--- config.mk ---
export PLATFORM = sky130hd
export DESIGN_NAME = game_ctrl_flat
export DESIGN_NICKNAME = d
export VERILOG_FILES = /design/src/rtl/pacman_pkg.sv /design/src/rtl/game_ctrl_if.sv /design/src/rtl/frame_tick.sv /design/src/rtl/game_ctrl.sv /design/src/flat_wrapper.sv
export SDC_FILE = /design/constraint.sdc
export NUM_CORES = 1
export LEC_CHECK = 0
export BUFFER_PORTS_ARGS = -buffer_cell sky130_fd_sc_hd__buf_4
export CAP_MARGIN = 20
export CELL_PAD_IN_SITES_DETAIL_PLACEMENT = 2
export CELL_PAD_IN_SITES_GLOBAL_PLACEMENT = 2
export CORE_ASPECT_RATIO = 1.75
export CORE_MARGIN = 2
export CORE_UTILIZATION = 33
export DETAILED_ROUTE_END_ITERATION = 10
export GPL_TIMING_DRIVEN = 0
export HOLD_SLACK_MARGIN = 0.1
export PLACE_DENSITY = 0.84
export SETUP_SLACK_MARGIN = 0.3
export SLEW_MARGIN = 20
export SYNTH_ARGS = -nofsm -noshare
export SYNTH_HDL_FRONTEND = slang
export SYNTH_SLANG_ARGS = --single-unit
--- constraint.sdc ---
create_clock -name Clk -period 1.3 [get_ports Clk]
set_input_delay 0.065 -clock Clk [delete_from_list [all_inputs] [get_ports Clk]]
set_output_delay 0.065 -clock Clk [all_outputs]
set_load 0.005 [all_outputs]
--- src/rtl/pacman_pkg.sv ---
// Shared game types and constants for the pacman slice.
// Holds the game state encoding, keycodes and output flag helpers.
package pacman_pkg;

    typedef enum logic [2:0] {
        IDLE  = 3'd0,
        PLAY  = 3'd1,
        POWER = 3'd2,
        DEATH = 3'd3,
        WIN   = 3'd4,
        LOSE  = 3'd5
    } game_state_t;

    localparam logic [7:0] KEY_ENTER = 8'h28;
    localparam logic [7:0] KEY_W     = 8'h1A;
    localparam logic [7:0] KEY_A     = 8'h04;
    localparam logic [7:0] KEY_S     = 8'h16;
    localparam logic [7:0] KEY_D     = 8'h07;

    typedef struct packed {
        logic start;
        logic freeze;
        logic ggshow;
        logic win;
    } flags_t;

    // Level outputs that follow directly from the state being entered.
    function automatic flags_t flags_of(game_state_t s);
        flags_t f;
        f.start  = (s == PLAY) || (s == POWER);
        f.freeze = (s == POWER);
        f.ggshow = (s == LOSE);
        f.win    = (s == WIN);
        return f;
    endfunction

    function automatic logic is_move_key(logic [7:0] k);
        return (k == KEY_W) || (k == KEY_A) ||
               (k == KEY_S) || (k == KEY_D);
    endfunction

    function automatic int max_int(int a, int b);
        return (a > b) ? a : b;
    endfunction

endpackage

--- src/rtl/game_ctrl_if.sv ---
// Game-flow bus between sprite/score logic and the game controller.
// master: the controller (consumes gg/sd_show/score/keycode, drives flow).
interface game_ctrl_if;

    logic [7:0] keycode;
    logic [3:0] gg;
    logic [3:0] sd_show;
    logic [7:0] score;

    logic       start;
    logic       freeze;
    logic       round_reset;
    logic       game_reset;
    logic [2:0] lives;
    logic [2:0] state;
    logic       ggShow;
    logic       win;

    modport master (
        input  keycode, gg, sd_show, score,
        output start, freeze, round_reset, game_reset,
        output lives, state, ggShow, win
    );

    modport slave (
        output keycode, gg, sd_show, score,
        input  start, freeze, round_reset, game_reset,
        input  lives, state, ggShow, win
    );

endinterface

--- src/rtl/frame_tick.sv ---
// Synchronises the raw VGA vsync level into the Clk domain.
// Ports: Clk, Reset_n, frame_clk (raw level) -> tick (1-Clk pulse per frame).
module frame_tick (
    input  logic Clk,
    input  logic Reset_n,
    input  logic frame_clk,
    output logic tick
);

    // [0],[1]: synchroniser; [2]: previous synchronised level.
    logic [2:0] sync;

    always_ff @(posedge Clk or negedge Reset_n) begin
        if (!Reset_n) begin
            sync <= '0;
            tick <= 1'b0;
        end else begin
            sync <= {sync[1:0], frame_clk};
            tick <= sync[1] & ~sync[2];
        end
    end

endmodule

--- src/rtl/game_ctrl.sv ---
// Frame-timed game-flow controller: start, power freeze, death, win/lose.
// Ports: Clk, Reset_n (async low), frame_clk (raw vsync), bus (master side).
module game_ctrl
    import pacman_pkg::*;
#(
    parameter int         FREEZE_FRAMES = 300,
    parameter int         DEATH_FRAMES  = 90,
    parameter int         START_LIVES   = 3,
    parameter int         WIN_SCORE     = 200,
    parameter logic [7:0] START_KEY     = KEY_ENTER
) (
    input  logic          Clk,
    input  logic          Reset_n,
    input  logic          frame_clk,
    game_ctrl_if.master   bus
);

    localparam int TW_RAW =
        $clog2(max_int(FREEZE_FRAMES, DEATH_FRAMES));
    localparam int TW = (TW_RAW < 1) ? 1 : TW_RAW;

    localparam logic [TW-1:0] FRZ_INIT = TW'(FREEZE_FRAMES - 1);
    localparam logic [TW-1:0] DTH_INIT = TW'(DEATH_FRAMES - 1);
    localparam logic [2:0]    LIVES0   = 3'(START_LIVES);
    localparam logic [8:0]    WIN_L    = 9'(WIN_SCORE);

    // Async assert, sync release of the internal reset.
    logic [1:0] rst_sync;
    logic       rst_n;

    always_ff @(posedge Clk or negedge Reset_n) begin
        if (!Reset_n) begin
            rst_sync <= '0;
        end else begin
            rst_sync <= {rst_sync[0], 1'b1};
        end
    end

    assign rst_n = rst_sync[1];

    logic tick;

    frame_tick u_tick (
        .Clk       (Clk),
        .Reset_n   (rst_n),
        .frame_clk (frame_clk),
        .tick      (tick)
    );

    game_state_t   st;
    flags_t        fl;
    logic [TW-1:0] timer;
    logic [2:0]    lives;
    logic          round_reset;
    logic          game_reset;
    logic [3:0]    sd_q;
    logic          sd_eat;

    logic start_key;
    logic win_hit;
    logic hit;

    assign start_key = (bus.keycode == START_KEY);
    assign win_hit   = ({1'b0, bus.score} >= WIN_L);
    assign hit       = |bus.gg;

    always_ff @(posedge Clk or negedge rst_n) begin
        if (!rst_n) begin
            st          <= IDLE;
            fl          <= '0;
            timer       <= '0;
            lives       <= LIVES0;
            round_reset <= 1'b0;
            game_reset  <= 1'b0;
            sd_q        <= '0;
            sd_eat      <= 1'b0;
        end else begin
            sd_q        <= bus.sd_show;
            sd_eat      <= |(sd_q & ~bus.sd_show);
            round_reset <= 1'b0;
            game_reset  <= 1'b0;

            case (st)
                IDLE, WIN, LOSE: begin
                    if (start_key) begin
                        st          <= PLAY;
                        fl          <= flags_of(PLAY);
                        lives       <= LIVES0;
                        timer       <= '0;
                        round_reset <= 1'b1;
                        game_reset  <= 1'b1;
                    end
                end
                PLAY: begin
                    // Eating wins over a collision in the same cycle.
                    if (win_hit) begin
                        st <= WIN;
                        fl <= flags_of(WIN);
                    end else if (sd_eat) begin
                        st    <= POWER;
                        fl    <= flags_of(POWER);
                        timer <= FRZ_INIT;
                    end else if (hit) begin
                        st    <= DEATH;
                        fl    <= flags_of(DEATH);
                        timer <= DTH_INIT;
                        if (lives != 3'd0) begin
                            lives <= lives - 1'b1;
                        end
                    end
                end
                POWER: begin
                    if (win_hit) begin
                        st <= WIN;
                        fl <= flags_of(WIN);
                    end else if (sd_eat) begin
                        timer <= FRZ_INIT;
                    end else if (tick) begin
                        if (timer == '0) begin
                            st <= PLAY;
                            fl <= flags_of(PLAY);
                        end else begin
                            timer <= timer - 1'b1;
                        end
                    end
                end
                DEATH: begin
                    if (tick) begin
                        if (timer != '0) begin
                            timer <= timer - 1'b1;
                        end else if (lives == 3'd0) begin
                            st <= LOSE;
                            fl <= flags_of(LOSE);
                        end else begin
                            st          <= PLAY;
                            fl          <= flags_of(PLAY);
                            round_reset <= 1'b1;
                        end
                    end
                end
                default: begin
                    st <= IDLE;
                    fl <= '0;
                end
            endcase
        end
    end

    assign bus.start       = fl.start;
    assign bus.freeze      = fl.freeze;
    assign bus.ggShow      = fl.ggshow;
    assign bus.win         = fl.win;
    assign bus.round_reset = round_reset;
    assign bus.game_reset  = game_reset;
    assign bus.lives       = lives;
    assign bus.state       = st;

endmodule

--- src/flat_wrapper.sv ---
// flat-port wrapper written by rule: the top's interface ports become plain ports
module game_ctrl_flat import pacman_pkg::*;
#(
    parameter int         FREEZE_FRAMES = 300,
    parameter int         DEATH_FRAMES  = 90,
    parameter int         START_LIVES   = 3,
    parameter int         WIN_SCORE     = 200,
    parameter logic [7:0] START_KEY     = KEY_ENTER
)
  (Clk, Reset_n, frame_clk, bus_keycode, bus_gg, bus_sd_show, bus_score, bus_start, bus_freeze, bus_round_reset, bus_game_reset, bus_lives, bus_state, bus_ggShow, bus_win);
  game_ctrl_if bus_i ();
  input  logic Clk;
  input  logic Reset_n;
  input  logic frame_clk;
  input wire logic [$bits(bus_i.keycode)-1:0] bus_keycode;
  input wire logic [$bits(bus_i.gg)-1:0] bus_gg;
  input wire logic [$bits(bus_i.sd_show)-1:0] bus_sd_show;
  input wire logic [$bits(bus_i.score)-1:0] bus_score;
  output wire logic [$bits(bus_i.start)-1:0] bus_start;
  output wire logic [$bits(bus_i.freeze)-1:0] bus_freeze;
  output wire logic [$bits(bus_i.round_reset)-1:0] bus_round_reset;
  output wire logic [$bits(bus_i.game_reset)-1:0] bus_game_reset;
  output wire logic [$bits(bus_i.lives)-1:0] bus_lives;
  output wire logic [$bits(bus_i.state)-1:0] bus_state;
  output wire logic [$bits(bus_i.ggShow)-1:0] bus_ggShow;
  output wire logic [$bits(bus_i.win)-1:0] bus_win;
  assign bus_i.keycode = bus_keycode;
  assign bus_i.gg = bus_gg;
  assign bus_i.sd_show = bus_sd_show;
  assign bus_i.score = bus_score;
  assign bus_start = bus_i.start;
  assign bus_freeze = bus_i.freeze;
  assign bus_round_reset = bus_i.round_reset;
  assign bus_game_reset = bus_i.game_reset;
  assign bus_lives = bus_i.lives;
  assign bus_state = bus_i.state;
  assign bus_ggShow = bus_i.ggShow;
  assign bus_win = bus_i.win;
  game_ctrl #(.FREEZE_FRAMES(FREEZE_FRAMES), .DEATH_FRAMES(DEATH_FRAMES), .START_LIVES(START_LIVES), .WIN_SCORE(WIN_SCORE), .START_KEY(START_KEY)) u_core (.Clk(Clk), .Reset_n(Reset_n), .frame_clk(frame_clk), .bus(bus_i));
endmodule
After elaboration in Yosys (flattened, before gate mapping)
Index checks and enable logic that the tools add are counted.

Register bits after elaboration: 32. Input port bits: 27. Output and inout bits: 12.

Add/subtract/negate cells: 2. $lt $le $gt $ge: 1. Equal/unequal tests: 22. Multiplexer cells: 47. Bitwise operators: 4. Reductions and logical operators: 13.

Operator list (count): $mux 9 (10); $mux 3 (16); $mux 4 (11); $pmux 9 s4 (1); $pmux 4 s4 (1); $pmux 3 s4 (1); $ne 2x2->1 const B (5); $logic_not 9->1 (1); $ne 3x2->1 const B (3); $reduce_and 9->1 (1); $reduce_bool 9->1 (1); $sub 9x1->9 const B (1); $eq 8x6->1 const B (1); $ge 8x8->1 const B (1); $ne 2x1->1 const B (4); $reduce_or 4->1 (2); $reduce_and 7->1 (1); $eq 3x2->1 const B (2); $eq 3x3->1 const B (2); $logic_not 3->1 (2); $ne 3x1->1 const B (2); $pmux 3 s2 (1); $reduce_and 6->1 (1); $mux 1 (5); other kinds (13) (13).

Longest topological paths before layout
Gate-level depths: netlist of the first run.

Word-level depth: 6. Gate-level depth with buffers: 8. Mapped depth without buffers: 7.

Modules after synthesis
Synthesis of the first run repeated with hierarchy kept, for this count alone.

Cell total of the unflattened synthesis: 181. Area, all modules: 1739.2 um2.

By module, submodules not included: game_ctrl (times used 1, cells an instance 176, area an instance 1625.3 um2); frame_tick (times used 1, cells an instance 5, area an instance 113.9 um2).

Worst setup path before layout of the first run
No wires, ideal clock.

Path type: register to register. Start: reg u_core.timer[0]. End: reg u_core.timer[1]. Data arrival time: 1877 ps. Required time: 1175 ps. Path slack: -702 ps. Stages on the path, launching flop included: 9. Cell sequence: dfrtp_1 > inv_1 > ha_1 > nor4b_4 > nand2_1 > a21oi_1 > or3_1 > buf_6 > mux2_4.

Cells in the longest elaborated chain, start to end: 6. Elaborated cells between the ends (all ways): 13. Classes of those cells: add/sub (1); eq/ne (2); mux (7); reduce/logical (3).

RTL lines: from (decl) (RTL line game_ctrl.sv:52) `logic [TW-1:0] timer;`; from (signal assigned) (RTL line game_ctrl.sv:123) `timer <= timer - 1'b1;`; from (signal assigned) (RTL line game_ctrl.sv:130) `timer <= timer - 1'b1;`; $sub 9x1->9 (RTL line game_ctrl.sv:123, game_ctrl.sv:130); $mux 9 (RTL line game_ctrl.sv:119) `if (timer == '0) begin`; $mux 9 (RTL line game_ctrl.sv:118) `end else if (tick) begin`; $mux 9 (RTL line game_ctrl.sv:116) `end else if (sd_eat) begin`; $mux 9 (RTL line game_ctrl.sv:113) `if (win_hit) begin`; $pmux 9 s4 (RTL line game_ctrl.sv:83) `case (st)`.

Several ways; a longest one is shown, not always the timed one. The select of a mux whose other input is x is not followed. A chain may end at the register's enable or synchronous reset.

Worst setup path in the final report of the first run
Start: reg u_core.timer[1]. End: reg u_core.timer[6].

The elaborated chain is that of the path after synthesis.

==> results_dict.tcl, run 1 <==
set metrics [dict create \
    row_count 35 \
    slew_viol_final 0 \
    grt_first_pass_wirelength_um 12200 \
    dieArea_um2 6020 \
    dpl.hpwl_um 4210 \
    synth_compound_area_share_pct 23.8 \
    synthMuxAreaShare_pct 3.79 \
    synth_edf_count 0 \
    cts.sinks 32 \
    skew_ns 0.0147 \
    gp_congestion 0.781 \
    rsz0062_at_grt "yes" \
    final-setup-viol-count 21 \
    fin_crit_ns 2.09 \
    crit_start "u_core.timer[1]" \
    clk_pin_slew_ns 0.08 \
    synth_cells 172 \
    ys_top_cells_by_area "dfrtp_1, nor2_1, nor4b_4" \
    cts-root-buf "clkbuf_8" \
    syn_area_um2 1780 \
    synth.ff_latch_count 32 \
    syn_nets 202 \
    async_reset_ff_share_pct 100 \
    max-cap-violations 0 \
    multiInputGateArea_um2 1230 \
    synth_common_cells "dfrtp_1, nor2_1, inv_1, nand2_1, o21ai_0" \
    hold_ws_ns 0.245 \
    p_leak_uw 0.00137 \
    finalCritPeriodShare_pct 161 \
    seq_area_um2 807 \
    required_ns 1.49 \
    tns_ns -12.70 \
    violations "negative setup slack" \
    hp-start "bus_keycode[6]" \
    yosys.area_share.adder_pct 2.11 \
    synth.distinct_cells 55 \
    post-route-drc-count 0 \
    ios 39 \
    ys.flop_type "dfrtp_1" \
    clock_latency_ns 0.32 \
    grt_max_degree 31 \
    nets 296 \
    hp-class "in -> reg" \
    cp.arrival_ns 2.28 \
    max_freq_mhz 479 \
    clk_path_buf_depth 2 \
    core_um2 5260 \
    critical_path_class "reg -> reg" \
    grt_pass1_vias 2191 \
    dr.pass1.iters 4 \
    grt.total_usage_pct 28.4 \
    antenna_found_initial 0 \
    ys_warn_count 0 \
    synth_most_common_cell "dfrtp_1" \
    startpoint_type "flop" \
    critical_path_peak_fanout 2 \
    io_buffers 35 \
    outcome "finished with violations" \
    synth.top_cell.area_share_pct 42.2 \
    hold_violations 0 \
    htree_num_levels 2 \
    post_drt_via_cell_ratio 5.86 \
    wl_per_cell_um 29.7 \
    fin_ws_ns -0.788 \
    synth_xor_xnor_area_share_pct 0.492 \
    power_uw 8000 \
    synth_top_family_by_area "compound AO/OA/AOI/OAI gates" \
    post-synth-top-area-cell "dfrtp_1" \
    ys_seq_area_share_pct 45.1 \
    grt-ovfl-total 0 \
    regToRegStartpoint "u_core.timer[1]" \
    slew-limit-headroom_pct 53.4 \
    power_density_nw_per_um2 2630 \
    synthSimpleGateAreaFrac_pct 19.9 \
    routed-via-count 1888 \
    worst_slew_pin_slew_ns 0.700 \
    ir_worst_vdd_mv 1.15 \
    drtAntennaViolNets 0 \
    end_kind "flop" \
    n_antenna_cell 0 \
    drive_above_1_share_pct 58.1 \
    drtIter0Drc 107 \
    die-height_um 101 \
    cts_tree "done" \
    postLayoutCoreUtil_pct 58.0 \
    area_growth_syn_to_layout_pct 71.2 \
    final.fill_count 486 \
    start_util_pct 33.9 \
    numCtsBuffers 5 \
    totalWireLength_um 9570 \
    die_width_um 59.5 \
    syn_area_per_cell_um2 10.4 \
]
registers in the layout (all words and copies together), names as in the netlist, 2 cells and up:
signal and flops:
u_core.sd_q 4, u_core.rst_sync 2, u_core.u_tick.sync 3, u_core.bus.lives 3
u_core.timer 9, u_core.bus.state 3
worst max-delay path: stages, from the launching register on:
cell and delay [ns]:
dfrtp_1 0.41, inv_2 0.09, ha_4 0.15, nor4b_4 0.30, buf_4 0.20, buf_6 0.10
nand3b_1 0.11, mux2i_1 0.22, o22ai_1 0.12, mux2_4 0.27
placed cells by master, fill, tap and decap left out, types with 3 or more instances in the layout:
cell type / n
clkinvlp_4: 3
o41ai_2: 3
buf_4: 62
a21oi_4: 3
o21ai_0: 3
o31ai_4: 3
dfrtp_2: 3
nand2b_1: 7
dlygate4sd3_1: 7
nand2_1: 6
o41ai_4: 3
dfrtp_1: 27
buf_6: 21
o21ai_1: 3
mux2i_1: 3
nor2_1: 19
inv_1: 5
inv_2: 3
clkbuf_8: 5
nor2b_1: 3
nor4b_4: 4
o21ai_2: 4
a21oi_1: 6
kinds of logic after synthesis:
| family | count (synthesis) |
|---|---|
| XOR/XNOR | 1 |
| flip-flops | 32 |
| multiplexers | 6 |
| other | 1 |
| buffers and inverters | 16 |
| AO/OA/AOI/OAI | 53 |
| AND/OR/NAND/NOR | 60 |
| adder cells (fa/ha/maj) | 3 |
per-layer routing:
layer / vias to the layer above / share of wire [%] / track usage (%)
met3: 21 / 3.2 / 4.34
met4: 0 / 3.7 / 15.0
met1: 989 / 36 / 31.2
li1: 823 / - / -
met5: - / 0 / 0
met2: 55 / 57 / 50.6
cell type report:
type	count	share of cell area, %
multi-input cells	124	40.4
flip-flops and latches	32	26.5
repair buffers	87	24.2
clock buffers	5	2.26
well taps	55	2.26
plain buffers	6	2.18
inverters	10	1.44
clock inverters	3	0.780
per-stage QoR:
step | setup slack, ns | area (um^2) | std cells
after floorplan | -0.609 | 1840 | 172
after global placement | -0.904 | 2170 | 262
after detailed placement | -0.986 | 2180 | 262
after CTS | -0.608 | 2790 | 306
after global routing | -0.831 | 3050 | 322
final | -0.788 | 3050 | 322
final timing paths:
kind / cells past startpoint / slack [ns] / end
worst max-delay path: 9 / -0.79 / u_core.timer[6]
worst min-delay path: 4 / 0.24 / u_core.bus.game_reset
worst max register to register: 9 / -0.79 / u_core.timer[6]
worst min register to register: 0 / 0.31 / u_core.bus.lives[2]
max in group asynchronous: 3 / 0.50 / u_core.rst_sync[1]
min in group asynchronous: 0 / 0.31 / u_core.bus.lives[2]
report_power, final:
part / total (uW) / switching (uW) / internal (uW)
registers: 1670 / 386 / 1280
clock network: 865 / 485 / 380
logic: 5470 / 2760 / 2710
what timing repair did:
item / in CTS / in global routing
setup buffers: 29 / 16
pin swaps: 16 / 14
hold buffers: 7 / 0
gates resized for setup: 46 / 35
setup endpoints to repair: 25 / 25
endpoints found under the hold margin: 8 / 0
No activity file was read; power rests on OpenSTA's default activity.
==> run 2, diff against run 1 <==
--- a/config.mk
+++ b/config.mk
@@ -11,11 +11,12 @@
 export CELL_PAD_IN_SITES_GLOBAL_PLACEMENT = 2
 export CORE_ASPECT_RATIO = 1.75
 export CORE_MARGIN = 2
-export CORE_UTILIZATION = 33
+export CORE_UTILIZATION = 36
 export DETAILED_ROUTE_END_ITERATION = 10
 export GPL_TIMING_DRIVEN = 0
 export HOLD_SLACK_MARGIN = 0.1
-export PLACE_DENSITY = 0.84
+export PLACE_DENSITY = 0.9
+export RECOVER_POWER = 50
 export SETUP_SLACK_MARGIN = 0.3
 export SLEW_MARGIN = 20
 export SYNTH_ARGS = -nofsm -noshare
==> constraint.sdc (replaced) <==
create_clock -name Clk -period 2.6 [get_ports Clk]
set_input_delay 0.13 -clock Clk [delete_from_list [all_inputs] [get_ports Clk]]
set_output_delay 0.13 -clock Clk [all_outputs]
set_load 0.005 [all_outputs]
==> run 2 against run 1 <==
The flow now finishes without violations. Core utilization fell by 8.5 points. Total power fell by 65%. Sequential cell count stayed put. Worst hold slack worse by 0.10 ns. Register-to-register slack gained 1.1 ns. Final cell count fell by 13%. Non-clock buffer count shrank 40. Die area shrank 7.9%. Via count is 8.7% lower. Largest cell class unchanged. Largest power group unchanged. Highest routed layer unchanged.
==> results_dict.tcl, run 2 (synthesis gave the netlist of run 1 again) <==
set metrics [dict create \
    die-height_um 97.0 \
    pwr-share-seq_pct 29.1 \
    core_um2 4710 \
    r2r-end "u_core.bus.lives[0]" \
    cts_tree "done" \
    crit_start "u_core.bus.lives[0]" \
    power.internal_uw 1480 \
    clock_latency_ns 0.31 \
    clk_pin_slew_ns 0.09 \
    final_common_cell "buf_4" \
    final.fill_count 478 \
    grt_pass1_vias 1934 \
    fin_crit_ns 2.28 \
    switching_power_uw 1300 \
    multiInputGateArea_um2 930 \
    slew-limit-headroom_pct 16.3 \
    ir_worst_vdd_mv 0.748 \
    critPathMaxStageDelay_ns 0.58 \
    drive_above_1_share_pct 31.3 \
    antenna_found_initial 0 \
    skew_ns 0.0122 \
    cts-root-buf "clkbuf_8" \
    p_clk_share_pct 15.4 \
    finalCritPeriodShare_pct 87.8 \
    reg_top3 "u_core.timer x9, u_core.sd_q x4" \
    hp-class "in -> async" \
    end_kind "flop" \
    die_width_um 57.2 \
    regToRegStartpoint "u_core.bus.lives[0]" \
    post-route-drc-count 0 \
    row_count 33 \
    wl_per_cell_um 27.0 \
    dpl.hpwl_um 4120 \
    tns_ns 0 \
    rsz0062_at_grt "yes" \
    sw_frac_of_total_pct 46.9 \
    reg2regPathDepth 7 \
    p_leak_uw 0.00106 \
    grt_max_degree 31 \
    cts.sinks 32 \
    critical_path_peak_fanout 4 \
    htree_num_levels 2 \
    worst_slew_pin_slew_ns 1.26 \
    grt.total_usage_pct 25.7 \
    routed-via-count 1724 \
    hold_violations 0 \
    io_buffers 35 \
    area_growth_syn_to_layout_pct 30.9 \
    top_register "u_core.timer" \
    totalWireLength_um 7540 \
    critical_path_class "reg -> reg" \
    required_ns 2.82 \
    drtIter0Drc 51 \
    clk_path_buf_depth 2 \
    postLayoutCoreUtil_pct 49.5 \
    nets 256 \
    numCtsBuffers 5 \
    n_antenna_cell 0 \
    slew_viol_final 0 \
    startpoint_type "flop" \
    post_drt_via_cell_ratio 6.18 \
    cp.arrival_ns 2.51 \
    seq_area_um2 803 \
    largest_reg_flops 9 \
    drtAntennaViolNets 0 \
    max_freq_mhz 438 \
    grt-ovfl-total 0 \
    cp_slowest_cell "dfstp_2" \
    path_buf_inv 1 \
    dr.pass1.iters 4 \
    crit_path_end "u_core.bus.lives[0]" \
    gp_congestion 0.815 \
    crit_chain "inv_1 -> ha_1 -> nor2b_1 -> nor4b_2 -> nor2_1 -> or3_2 -> o21ai_1" \
    ios 39 \
    power_density_nw_per_um2 1190 \
    cp.depth 7 \
    final-setup-viol-count 0 \
    dieArea_um2 5550 \
    layout_common_cells "buf_4, dfrtp_1, nor2_1" \
    p_comb_share_pct 55.5 \
    r2r_setup_slack_ns 0.32 \
    path_delay_family "simple AND/OR/NAND/NOR gates" \
    start_util_pct 37.8 \
    max-cap-violations 0 \
    outcome "finished, final reports clean" \
    grt_first_pass_wirelength_um 10700 \
]
[run 2: cell count changes in the layout (fill, tap and decap cells not counted), moves of 4 or more]
cell	previous run	this run
buf_4	62	37
buf_6	21	2
o21ai_0	3	9
clkbuf_1	0	5
inv_1	5	10
o41ai_1	1	6
nand2_1	6	10
o21ai_2	4	0
[run 2: area by class of cell]
type / instances / area share (%)
well taps: 52 / 2.79
repair buffers: 47 / 15.3
inverters: 10 / 1.61
clock inverters: 3 / 1.02
multi-input cells: 124 / 39.9
flip-flops and latches: 32 / 34.5
clock buffers: 5 / 2.95
plain buffers: 6 / 1.93
[run 2: worst register-to-register path, cell delays in order (launching register included)]
cell and delay, ns:
dfstp_2 0.58, inv_1 0.08, ha_1 0.24, nor2b_1 0.19, nor4b_2 0.35, nor2_1 0.12
or3_2 0.46, o21ai_1 0.18
[run 2: worst min path at each step]
stage	to	start
2_1_floorplan	u_core.rst_sync[0]	Reset_n
3_3_place_gp	u_core.rst_sync[0]	Reset_n
3_5_place_dp	u_core.rst_sync[0]	Reset_n
4_1_cts	u_core.rst_sync[1]	Reset_n
5_1_grt	u_core.rst_sync[1]	Reset_n
6_report	u_core.rst_sync[1]	Reset_n
[run 2: layer usage]
layer | track usage, % | share of wire, % | vias to the layer above
met5 | 0 | 0 | -
met4 | 12.7 | 4.4 | 0
met3 | 5.48 | 3.4 | 29
met2 | 46.0 | 55 | 66
met1 | 27.3 | 37 | 888
li1 | - | - | 741
[run 2: through the flow]
stage | power, uW | instances | hold slack, ns | worst slack, ns | cell area (um^2)
4_1_cts | 2580 | 273 | 0.143 | 0.222 | 2270
3_3_place_gp | 2020 | 259 | -0.0877 | 0.250 | 2110
3_5_place_dp | 2120 | 259 | -0.0849 | 0.121 | 2110
2_1_floorplan | 1660 | 172 | -0.166 | 0.598 | 1780
5_1_grt | 2910 | 279 | 0.150 | 0.269 | 2330
6_report | 2780 | 279 | 0.144 | 0.316 | 2330
[run 2: timing repair]
| action | 4_1_cts | 5_1_grt |
|---|---|---|
| buffers inserted | 0 | 6 |
| endpoints found under the hold margin | 8 | 0 |
| resized for setup | 2 | 4 |
| hold buffers | 6 | 0 |
| pin swaps | 0 | 3 |
| endpoints found under the setup margin | 9 | 13 |
[run 2: power groups by stage]
| stage | logic, uW | registers [uW] | clock network, uW |
|---|---|---|---|
| CTS | 1380 | 787 | 411 |
| finish | 1540 | 810 | 429 |
| floorplan | 901 | 759 | 0 |
| global route | 1640 | 826 | 443 |
| detailed placement | 1330 | 791 | 0 |
| global placement | 1240 | 778 | 0 |
==> run 3, diff against run 2 <==
--- a/config.mk
+++ b/config.mk
@@ -7,15 +7,13 @@
 export LEC_CHECK = 0
 export BUFFER_PORTS_ARGS = -buffer_cell sky130_fd_sc_hd__buf_4
 export CAP_MARGIN = 20
-export CELL_PAD_IN_SITES_DETAIL_PLACEMENT = 2
-export CELL_PAD_IN_SITES_GLOBAL_PLACEMENT = 2
 export CORE_ASPECT_RATIO = 1.75
-export CORE_MARGIN = 2
-export CORE_UTILIZATION = 36
+export CORE_MARGIN = 8
+export CORE_UTILIZATION = 40
 export DETAILED_ROUTE_END_ITERATION = 10
 export GPL_TIMING_DRIVEN = 0
 export HOLD_SLACK_MARGIN = 0.1
-export PLACE_DENSITY = 0.9
+export PLACE_DENSITY = 0.68
 export RECOVER_POWER = 50
 export SETUP_SLACK_MARGIN = 0.3
 export SLEW_MARGIN = 20
==> run 3 against run 2 <==
Critical path type unchanged. Wire length decreased by 42%. Register-to-register slack better by 0.12 ns. Total power is 8.8% lower. Design area shrank 1.2%. Non-clock buffer count decreased by 5.
==> results_dict.tcl, run 3 (synthesis gave the netlist of run 1 again) <==
set metrics [dict create \
    layout_common_cells "buf_4, dfrtp_1, nor2_1" \
    reg_top3 "u_core.timer x9, u_core.sd_q x4" \
    largest_reg_flops 9 \
    cts.sinks 32 \
    fin_crit_ns 2.17 \
    max_freq_mhz 462 \
    cts-root-buf "clkbuf_8" \
    start_util_pct 40.8 \
    regToRegStartpoint "u_core.bus.state[1]" \
    die_width_um 66.4 \
    n_antenna_cell 0 \
    outcome "finished, final reports clean" \
    r2r_setup_slack_ns 0.43 \
    dpl.hpwl_um 3210 \
    grt.total_usage_pct 13.4 \
    startpoint_type "flop" \
    top_register "u_core.timer" \
    drtIter0Drc 40 \
    hp-class "in -> async" \
    final_common_cell "buf_4" \
    p_leak_uw 0.00105 \
    rsz0062_at_grt "no" \
    tns_ns 0 \
    final-setup-viol-count 0 \
    wl_per_cell_um 15.9 \
    critical_path_class "reg -> reg" \
    critPathMaxStageDelay_ns 0.44 \
    path_buf_inv 3 \
    core_um2 4360 \
    post-route-drc-count 0 \
    clk_path_buf_depth 2 \
    cp_slowest_cell "o31ai_4" \
    nets 251 \
    finalCritPeriodShare_pct 83.3 \
    row_count 32 \
    area_growth_syn_to_layout_pct 29.3 \
    fin_ws_ns 0.434 \
    dr.pass1.iters 4 \
    post_drt_via_cell_ratio 5.43 \
    slew_viol_final 0 \
    r2r-end "u_core.timer[1]" \
    clock_latency_ns 0.29 \
    grt-ovfl-total 0 \
    io_buffers 35 \
    critical_path_peak_fanout 9 \
    cp.arrival_ns 2.34 \
    worst_slew_pin_slew_ns 1.20 \
    reg2regPathDepth 7 \
    clk_pin_slew_ns 0.07 \
    drtAntennaViolNets 0 \
    skew_ns 0.00836 \
    grt_max_degree 31 \
    path_delay_family "buffers and inverters" \
    power_density_nw_per_um2 1100 \
    cts_tree "done" \
    grt_first_pass_wirelength_um 7400 \
    drive_above_1_share_pct 30.2 \
    dieArea_um2 6930 \
    gp_congestion 0.863 \
    max-cap-violations 0 \
    slew-limit-headroom_pct 20.2 \
    post-place-ws_ns 0.250 \
    numPlacedInstances 258 \
    die-height_um 104 \
    htree_num_levels 2 \
    ir_worst_vdd_mv 0.761 \
    numCtsBuffers 5 \
    grt_pass1_vias 1583 \
    routed-via-count 1482 \
    crit_chain "buf_4 -> inv_1 -> nand2_1 -> o31ai_4 -> or3_1 -> buf_6 -> mux2_4" \
    final-instance-count-excl-fill 273 \
    power_uw 2540 \
    totalWireLength_um 4350 \
    ios 39 \
    antenna_found_initial 0 \
    hold_violations 0 \
    required_ns 2.77 \
    end_kind "flop" \
]
run 3: stage by stage:
stage          utilization (%)  hold slack, ns  area [um^2]
5_1_grt                   52.8           0.170         2300
2_1_floorplan                -          -0.166         1780
4_1_cts                   52.4           0.145         2290
3_3_place_gp              48.3         -0.0874         2110
6_report                  52.8           0.142         2300
3_5_place_dp              48.3         -0.0858         2110
run 3: power by group:
| group | switching, uW | internal (uW) |
|---|---|---|
| Combinational | 682 | 609 |
| Clock | 186 | 284 |
| Sequential | 136 | 640 |
| Total | 1000 | 1530 |
run 3: area by class of cell:
class                      instances  area, um^2
buffer                             6        45.0
clock inverter                     2        35.0
sequential                        32         803
clock buffer                       6        72.6
fill                             416        2060
multi-input combinational        124         918
tap                               51        63.8
inverter                          10        37.5
timing repair buffer              42         327
run 3: worst reg2reg max path, cell delays in order (launching register included):
cell     delay, ns
dfrtp_1       0.38
buf_4         0.17
inv_1         0.18
nand2_1       0.27
o31ai_4       0.44
or3_1         0.18
buf_6         0.14
mux2_4        0.30
run 3: timing repair:
action,in CTS,in global routing
hold endpoints to repair,8,0
setup buffers,0,1
hold buffers,6,0
endpoints found under the setup margin,2,3
gates resized for setup,2,2
run 3: worst max path at each step:
stage / endpoint / cells after the start / startpoint / slack [ns]
3_5_place_dp: u_core.bus.start / 7 / u_core.timer[0] / 0.25
6_report: u_core.timer[1] / 7 / u_core.bus.state[1] / 0.43
3_3_place_gp: u_core.bus.start / 7 / u_core.timer[0] / 0.25
2_1_floorplan: u_core.timer[1] / 8 / u_core.timer[0] / 0.60
5_1_grt: u_core.timer[1] / 7 / u_core.bus.state[1] / 0.32
4_1_cts: u_core.timer[1] / 8 / u_core.timer[0] / 0.38
run 3: per-layer routing:
layer	part of all wire, %	GRT usage (%)	vias up
met5	0	0	-
met4	2.6	6.45	0
met3	3.6	2.70	10
met2	55	23.2	26
met1	39	14.7	717
li1	-	-	729
